--- config.mk ---
export PLATFORM = sky130hd
export DESIGN_NAME = execute_mul_iterative
export DESIGN_NICKNAME = d
export VERILOG_FILES = /design/src/rtl/execute_mul_iterative.sv
export SDC_FILE = /design/constraint.sdc
export NUM_CORES = 1
export LEC_CHECK = 0
export ABC_AREA = 1
export CORE_MARGIN = 4
export CORE_UTILIZATION = 54
export DETAILED_ROUTE_END_ITERATION = 16
export PLACE_DENSITY = 0.86
export SLEW_MARGIN = 20
export SYNTH_ARGS = -nofsm -noshare
export SYNTH_HDL_FRONTEND = slang
export SYNTH_SLANG_ARGS = --single-unit
--- constraint.sdc ---
create_clock -name clk -period 4.9 [get_ports clk]
set_input_delay 0.98 -clock clk [delete_from_list [all_inputs] [get_ports clk]]
set_output_delay 0.98 -clock clk [all_outputs]
set_load 0.01 [all_outputs]
--- src/rtl/execute_mul_iterative.sv ---
// ---------------------------------------------------------------------------
// execute_mul_iterative
//
// Purpose:
//   Iterative shift-add multiplier execute unit. It accepts one issued uop
//   from the D stage and returns the low p_data_bits of op1*op2 on the
//   W (writeback) channel. One multiplier bit is retired per CALC cycle, and
//   the operation finishes early once the remaining multiplier bits are all
//   zero. The latency from accept to W_val is (highest set bit of op2) + 2,
//   or 1 when op2 is zero. Only one uop is in flight at a time.
//
// Ports:
//   clk, rst     clock and synchronous active-high reset
//   D_val/D_rdy  issue handshake; D_rdy is high only while idle
//   D_pc         pc of the issued instruction
//   D_op1        multiplicand
//   D_op2        multiplier
//   D_waddr      destination register
//   D_seq_num    ROB tag
//   D_uop        issued uop; this unit only executes MUL, so it is ignored
//   W_val/W_rdy  writeback handshake; all W_* outputs hold while stalled
//   W_pc         pc passthrough
//   W_seq_num    ROB tag passthrough
//   W_waddr      destination passthrough
//   W_wdata      low half of the product
//   W_wen        register write enable, low when the destination is x0
// ---------------------------------------------------------------------------
module execute_mul_iterative #(
  parameter int p_addr_bits    = 32,
  parameter int p_data_bits    = 32,
  parameter int p_seq_num_bits = 5,
  // The rv_uop encoding belongs to decode; this unit only needs its width.
  parameter int p_uop_bits     = 8
) (
  input  logic                      clk,
  input  logic                      rst,

  input  logic                      D_val,
  output logic                      D_rdy,
  input  logic [p_addr_bits-1:0]    D_pc,
  input  logic [p_data_bits-1:0]    D_op1,
  input  logic [p_data_bits-1:0]    D_op2,
  input  logic [4:0]                D_waddr,
  input  logic [p_seq_num_bits-1:0] D_seq_num,
  input  logic [p_uop_bits-1:0]     D_uop,

  output logic                      W_val,
  input  logic                      W_rdy,
  output logic [p_addr_bits-1:0]    W_pc,
  output logic [p_seq_num_bits-1:0] W_seq_num,
  output logic [4:0]                W_waddr,
  output logic [p_data_bits-1:0]    W_wdata,
  output logic                      W_wen
);

  typedef enum logic [1:0] {
    IDLE,
    CALC,
    DONE
  } state_t;

  state_t state;
  state_t state_next;

  logic [p_data_bits-1:0]    a;
  logic [p_data_bits-1:0]    b;
  logic [p_data_bits-1:0]    acc;
  logic [p_data_bits-1:0]    b_shift;
  logic [p_addr_bits-1:0]    pc;
  logic [4:0]                waddr;
  logic [p_seq_num_bits-1:0] seq_num;

  logic accept;
  logic unused_uop;

  assign unused_uop = ^D_uop;

  assign b_shift = b >> 1;
  assign accept  = D_val && (state == IDLE);

  // State register; reset drops any in-flight operation.
  always_ff @(posedge clk) begin
    if (rst) begin
      state <= IDLE;
    end else begin
      state <= state_next;
    end
  end

  // Next-state logic. A zero multiplier skips CALC entirely, and CALC ends as
  // soon as the multiplier left after this cycle's shift is zero, which is
  // what gives the (highest set bit + 2) latency.
  always_comb begin
    state_next = state;
    case (state)
      IDLE: begin
        if (D_val) begin
          state_next = (D_op2 == '0) ? DONE : CALC;
        end
      end
      CALC: begin
        if (b_shift == '0) begin
          state_next = DONE;
        end
      end
      DONE: begin
        if (W_rdy) begin
          state_next = IDLE;
        end
      end
      default: state_next = IDLE;
    endcase
  end

  // Operand capture and shift-add datapath. Everything the W channel needs is
  // captured at accept, so the D_* inputs are free to change afterwards, and
  // nothing moves in DONE, which keeps the W outputs stable under stalls.
  always_ff @(posedge clk) begin
    if (rst) begin
      a       <= '0;
      b       <= '0;
      acc     <= '0;
      pc      <= '0;
      waddr   <= '0;
      seq_num <= '0;
    end else begin
      case (state)
        IDLE: begin
          if (accept) begin
            a       <= D_op1;
            b       <= D_op2;
            acc     <= '0;
            pc      <= D_pc;
            waddr   <= D_waddr;
            seq_num <= D_seq_num;
          end
        end
        CALC: begin
          if (b[0]) begin
            acc <= acc + a;
          end
          a <= a << 1;
          b <= b_shift;
        end
        default: begin
        end
      endcase
    end
  end

  assign D_rdy     = (state == IDLE);
  assign W_val     = (state == DONE);
  assign W_wdata   = acc;
  assign W_pc      = pc;
  assign W_seq_num = seq_num;
  assign W_waddr   = waddr;
  assign W_wen     = (waddr != 5'd0);

endmodule

==> summary.txt, run 1 <==
Run status
  • Status: complete, no violations

Drt
  • Vias: 8457
  • Via density per instance: 5.370
  • Post-Route WL: 23320 um
  • Antenna violation net count after detailed routing: 0
  • Initial drt markers: 574
  • DRT Pass-1 Iters: 5
  • Routed length per placed instance: 14.80 um
  • Remaining DRCs: 0

Layout
  • Final design utilization: 71.75%
  • Final nets: 1528
  • Sequential cell area: 0.002803 sq mm
  • # fillers: 1226
  • Area occupied by multi-input gates: 0.004454 sq mm
  • Antenna Cells: 0
  • Layout area overhead: 30.56%
  • Share of post-route cells with drive strength above 1: 8.052%

Worst setup path
  • Reg2reg setup slack: 1990 ps
  • CP startpoint kind: flip-flop
  • CP Cell Sequence: nor2_4 -> inv_2 -> nand2_4 -> o21ai_0 -> a31oi_1
  • Crit. End Element: flip-flop
  • CP Class: reg2reg
  • Delay-heaviest family, CP: simple AND/OR/NAND/NOR gates
  • Buffers & Inverters on Critical Path: 1
  • Crit Path Max Fanout: 125
  • Arrival @ worst endpoint: 3160 ps
  • Worst Path Required: 5140 ps
  • Slowest cell on the critical path: nand2_4
  • Max incr delay on CP: 860 ps

Logic synthesis
  • Synth top area share: 35.09%
  • Synth Register Bits: 140
  • Area contributors post-synth: dfxtp_1 (35%), nand2_1 (18%), o21ai_0 (7.0%)
  • Seq/Total Area, Yosys: 35.09%
  • Synth warn: 0
  • Synth Cell Area: 0.007988 sq mm
  • Post-synth top area cell: dfxtp_1
  • Cells after Synth: 1225
  • Async set or reset register ratio after synthesis: 0%
  • Synth Flop Type: dfxtp_1
  • EDFF count, synth: 0
  • Count leader, synth: nand2_1
  • Mapped Nets: 1375
  • Most instantiated cells after synthesis: nand2_1 (377), dfxtp_1 (140), nor2_1 (124), o21ai_0 (112), inv_1 (108)
  • Mean Syn Cell Area: 6.521 sq um
  • Synth cell types: 36

GRT
  • Antenna violations before repair: 1
  • Gr ovfl total: 0
  • Largest net degree at the start of global routing: 126
  • First-pass GRT wire length: 37670 um
  • Total GRT Usage: 27.90%
  • Vias in the first global route: 7843

Clocking
  • Post-CTS Setup Bufs: 0
  • CTS root buffer: clkbuf_16
  • Clock slew at reported path FFs: 60 ps
  • TritonCTS clock tree: yes
  • Post-CTS Hold Fix Bufs: 0
  • Clock tree buffer depth: 2
  • Resized cells post-CTS: 0
  • # H-tree levels: 4
  • Total CTS buffers: 17
  • Sink Count: 140
  • Worst-skew pair later-pin latency: 420 ps

Die
  • Starting Density: 54.96%
  • Placeable Area: 0.01453 sq mm
  • Die area: 0.01680 sq mm
  • Die Ht: 129.6 um
  • Site Rows: 44
  • Die extent in x: 129.6 um
  • Ports: 195

Timing
  • Final min period: 2915 ps
  • Tightest Pin Transition: 1099 ps
  • WHS: 479.3 ps
  • Clock Skew: 8.371 ps
  • # setup viols final: 0
  • Final TNS setup: 0 ps
  • Unrepaired setup endpoints after global routing: no
  • Slew Limit Fails: 0
  • Fmax achieved: 343.1 MHz
  • Slew HR: 26.61%
  • Tcrit/Tclk final: 59.48%
  • Fin. Hold Viols: 0

Flow run
  • Max-Cap Viols: 0

Power and ir drop
  • Tot Pwr: 3301 uW
  • Max VDD drop: 278.4 uV
  • Pwr Density: 316.5 mW/mm^2
  • Leak Pwr: 0.004641 uW

Placement
  • RD Place Congestion: 0.8830
  • Post-DP HPWL: 16740 um
  • I/O Buffers: 186

Worst hold path
  • Worst Hold Class: reg2reg
## metrics by stage
step	cell area [sq um]	setup WS, ps	instances
global placement	9852	1565	1543
finish	10430	1985	1575
floorplan	7988	2989	1225
CTS	10430	2030	1575
global route	10430	1708	1575
detailed placement	9854	1736	1543
## routing by layer
layer | up-vias | track usage, % | wire, um
li1 | 4300 | - | -
met1 | 3848 | 34.21 | 9703
met2 | 276 | 48.04 | 11390
met3 | 31 | 8.038 | 1873
met4 | 2 | 7.457 | 335
met5 | - | 0 | 13
## cell families (layout without fill, tap and decap cells)
kind of cell / count (synthesis) / count (layout) / share of synthesized area [%]
AND/OR/NAND/NOR: 626 / 626 / 33.46
AO/OA/AOI/OAI: 244 / 244 / 16.96
buffers and inverters: 182 / 348 / 9.273
flip-flops: 140 / 140 / 35.09
adder cells (fa/ha/maj): 32 / 32 / 5.107
XOR/XNOR: 1 / 1 / 0.1097
## layout by cell type, fill, tap and decap left out, drive strengths merged
cell	n
dfxtp	140
nor4	13
or2	9
clkinvlp	5
bufinv	2
a21o	4
and3b	1
nand3b	4
o211a	1
nor2	134
a21oi	58
nand4	6
clkinv	3
xor2	1
clkdlybuf4s50	186
a31oi	62
clkbuf	20
o21ai	116
ha	31
nand2	397
nand3	56
o21bai	3
inv	128
fa	1
buf	4
nor3	6
## final timing paths
| check | to | depth (start not counted) | start |
|---|---|---|---|
| worst max-delay path | b[18] | 5 | state[1] |
| worst min-delay path | W_pc[15] | 2 | W_pc[15] |
| worst max register to register | b[18] | 5 | state[1] |
| worst min register to register | W_pc[15] | 2 | W_pc[15] |
## sequential cells by signal, indices dropped and copies added (netlist names)
register / cells
W_wdata: 32
W_pc: 32
W_waddr: 5
W_seq_num: 5
state: 2
a: 32
b: 32
## worst register-to-register path, cell delays in order (launching register included)
cell     delay (ps)
dfxtp_1         400
nor2_4           60
inv_2           790
nand2_4         880
o21ai_0         510
a31oi_1          90
## report_power, final
group	internal [uW]	switching [uW]
sequential	1250	88.8
clock	753	517
combinational	304	384
## final cells by class
cell class | count | share of cell area, %
Clock buffer | 20 | 4.187
Clock inverter | 12 | 1.320
Inverter | 126 | 4.559
Multi-Input combinational cell | 903 | 42.71
Sequential cell | 140 | 26.87
Tap cell | 184 | 2.208
Timing Repair Buffer | 190 | 18.14
No activity file was read; power rests on OpenSTA's default activity.
==> inputs of run 2 (changes only) <==
Settings changed: CORE_UTILIZATION 54 to 50, PLACE_DENSITY 0.86 to 0.81.
Clock period 4.9 ns to 2.7 ns, I/O delays scaled along.
==> summary.txt, run 2 (synthesis results as in run 1) <==
Clocking
  • Post-CTS Setup Bufs: 0 (unchanged)
  • Clock slew at reported path FFs: 60 ps (about the same)
  • Total CTS buffers: 17 (unchanged)
  • Sink Count: 140 (unchanged)
  • TritonCTS clock tree: yes
  • # H-tree levels: 4 (unchanged)
  • Clock tree buffer depth: 2 (unchanged)
  • Worst-skew pair later-pin latency: 420 ps (about the same)
  • Post-CTS Hold Fix Bufs: 0 (unchanged)
  • CTS root buffer: clkbuf_16
  • Resized cells post-CTS: 0 (unchanged)

Run status
  • Status: complete, no violations

Drt
  • Met1 Wirelength: 9979 um (+2.8%)
  • DR top layer: met5
  • Remaining DRCs: 0 (unchanged)
  • Via density per instance: 5.206 (-3.0%)
  • DRT Pass-1 Iters: 5 (unchanged)
  • Vias: 8377 (-0.95%)
  • Antenna violation net count after detailed routing: 0 (unchanged)
  • Post-Route WL: 23060 um (-1.1%)
  • Met2 Wirelength: 10950 um (-3.9%)
  • Met3 routed wirelength: 1631 um (-13%)
  • Initial drt markers: 513 (-11%)
  • Routed length per placed instance: 14.33 um (-3.2%)

Die
  • Starting Density: 51.78% (-3.2 points)
  • Die Ht: 134.4 um (+3.7%)
  • Placeable Area: 0.01543 sq mm (+6.1%)
  • Ports: 195 (unchanged)
  • Die extent in x: 134.4 um (+3.7%)
  • Site Rows: 45 (+2.3%)
  • Die area: 0.01806 sq mm (+7.5%)

Worst setup path
  • CP Class: reg2reg
  • Arrival @ worst endpoint: 2410 ps (-750 ps)
  • Worst R2R Path Depth: 13 (+8)
  • Crit. End Element: flip-flop
  • CP startpoint kind: flip-flop
  • Worst Path Required: 2990 ps (-2150 ps)
  • Crit Path Max Fanout: 5 (-96%)

GRT
  • First-pass GRT wire length: 37940 um (+0.71%)
  • Largest net degree at the start of global routing: 87 (-31%)
  • Total GRT Usage: 25.82% (-2.1 points)
  • Gr ovfl total: 0 (unchanged)
  • Vias in the first global route: 8043 (+2.6%)
  • Antenna violations before repair: 2 (+1)

Placement
  • I/O Buffers: 186 (unchanged)
  • RD Place Congestion: 0.9138 (+3.5%)
  • Post-DP HPWL: 17260 um (+3.1%)
  • Pre-CTS setup slack: 514.2 ps (-1222 ps)

Layout
  • Layout area overhead: 31.56%
  • Share of post-route cells with drive strength above 1: 8.590% (+0.54 points)
  • # fillers: 1391 (+13%)
  • Most common cell after layout, fill and taps aside: nand2_1
  • Final design utilization: 68.12% (-3.6 points)
  • Final nets: 1534 (+0.39%)
  • Commonest non-fill, non-tap cells in the layout: nand2_1 (377), clkdlybuf4s50_1 (186), dfxtp_1 (140), nor2_1 (124), o21ai_0 (112)

Timing
  • Clock Skew: 6.747 ps (-1.625 ps)
  • Slack of the critical path: 575.3 ps (-1410 ps)
  • Slew Limit Fails: 0 (unchanged)
  • Final min period: 2125 ps (-790.0 ps)
  • # setup viols final: 0 (unchanged)
  • Final TNS setup: 0 ps (unchanged)
  • Fmax achieved: 470.7 MHz (+37%)
  • Tcrit/Tclk final: 78.69% (+19 points)
  • Fin. Hold Viols: 0 (unchanged)
  • Unrepaired setup endpoints after global routing: no
  • Tightest Pin Transition: 583.0 ps (-516.2 ps)
  • Slew HR: 61.08% (+34 points)

Power and ir drop
  • Pint: 4059 uW (+76%)
  • Pwr Density: 560.0 mW/mm^2 (+77%)
  • Clock network power share: 37.2% (-1.3 points)
  • Switching portion of total power: 31.03% (+1.0 points)
  • NetSw: 1826 uW (+85%)
  • Leak Pwr: 0.004663 uW (+0.48%)
  • Combinational share of power: 21.4% (+0.6 points)
  • Sequential power share: 41.4% (+0.7 points)
  • Max VDD drop: 510.6 uV (+83%)

Worst hold path
  • Worst Hold Class: reg2reg
  • Hold depth: 2 (unchanged)

Flow run
  • Max-Cap Viols: 0 (unchanged)
## run 2: metrics by stage
step / cells / instance area [sq um] / hold WS [ps] / power [uW]
after global placement: 1576 / 9956 / 462.1 / 3696
after CTS: 1608 / 10510 / 484.0 / 5904
after floorplan: 1225 / 7988 / 467.8 / 3201
after global routing: 1608 / 10510 / 503.9 / 6171
after detailed placement: 1576 / 9956 / 470.1 / 3728
final: 1609 / 10510 / 481.8 / 5885
## run 2: area by class of cell
class	instances	area, sq um	share of cell area [%]
diodes	1	2.502	0.02381
inverters	126	473.0	4.501
repair buffers	196	1962	18.67
well taps	211	264.0	2.512
clock buffers	19	442.9	4.215
multi-input cells	903	4454	42.39
clock inverters	13	107.6	1.024
flip-flops and latches	140	2803	26.67
## run 2: layer usage
| metal | track usage [%] | up-vias |
|---|---|---|
| li1 | - | 4312 |
| met1 | 31.12 | 3786 |
| met2 | 43.99 | 230 |
| met3 | 8.140 | 45 |
| met4 | 8.032 | 4 |
| met5 | 0 | - |
## run 2: worst paths after layout
path,startpoint,endpoint,slack [ps]
worst max-delay path,a[0],W_wdata[24],580
worst min-delay path,W_pc[12],W_pc[12],480
worst max register to register,a[0],W_wdata[24],580
worst min register to register,W_pc[12],W_pc[12],480
## run 2: power by group through the flow
| stage | sequential [uW] | combinational (uW) | clock [uW] |
|---|---|---|---|
| 2_1_floorplan | 2460 | 736 | 0 |
| 3_3_place_gp | 2470 | 1230 | 0 |
| 3_5_place_dp | 2470 | 1250 | 0 |
| 4_1_cts | 2430 | 1260 | 2210 |
| 5_1_grt | 2460 | 1400 | 2310 |
| 6_report | 2430 | 1260 | 2190 |
## run 2: worst max-delay path, cell delays in order, from the launching register on
cell     delay, ps
dfxtp_1        360
ha_1           230
inv_1           70
fa_1           350
inv_1          140
nand3_1         80
nand3_1        150
nand2_1         90
nand2_1        150
nand2_1        100
nand3_1         90
nand2_1         50
nand3_1         60
a21oi_1         70
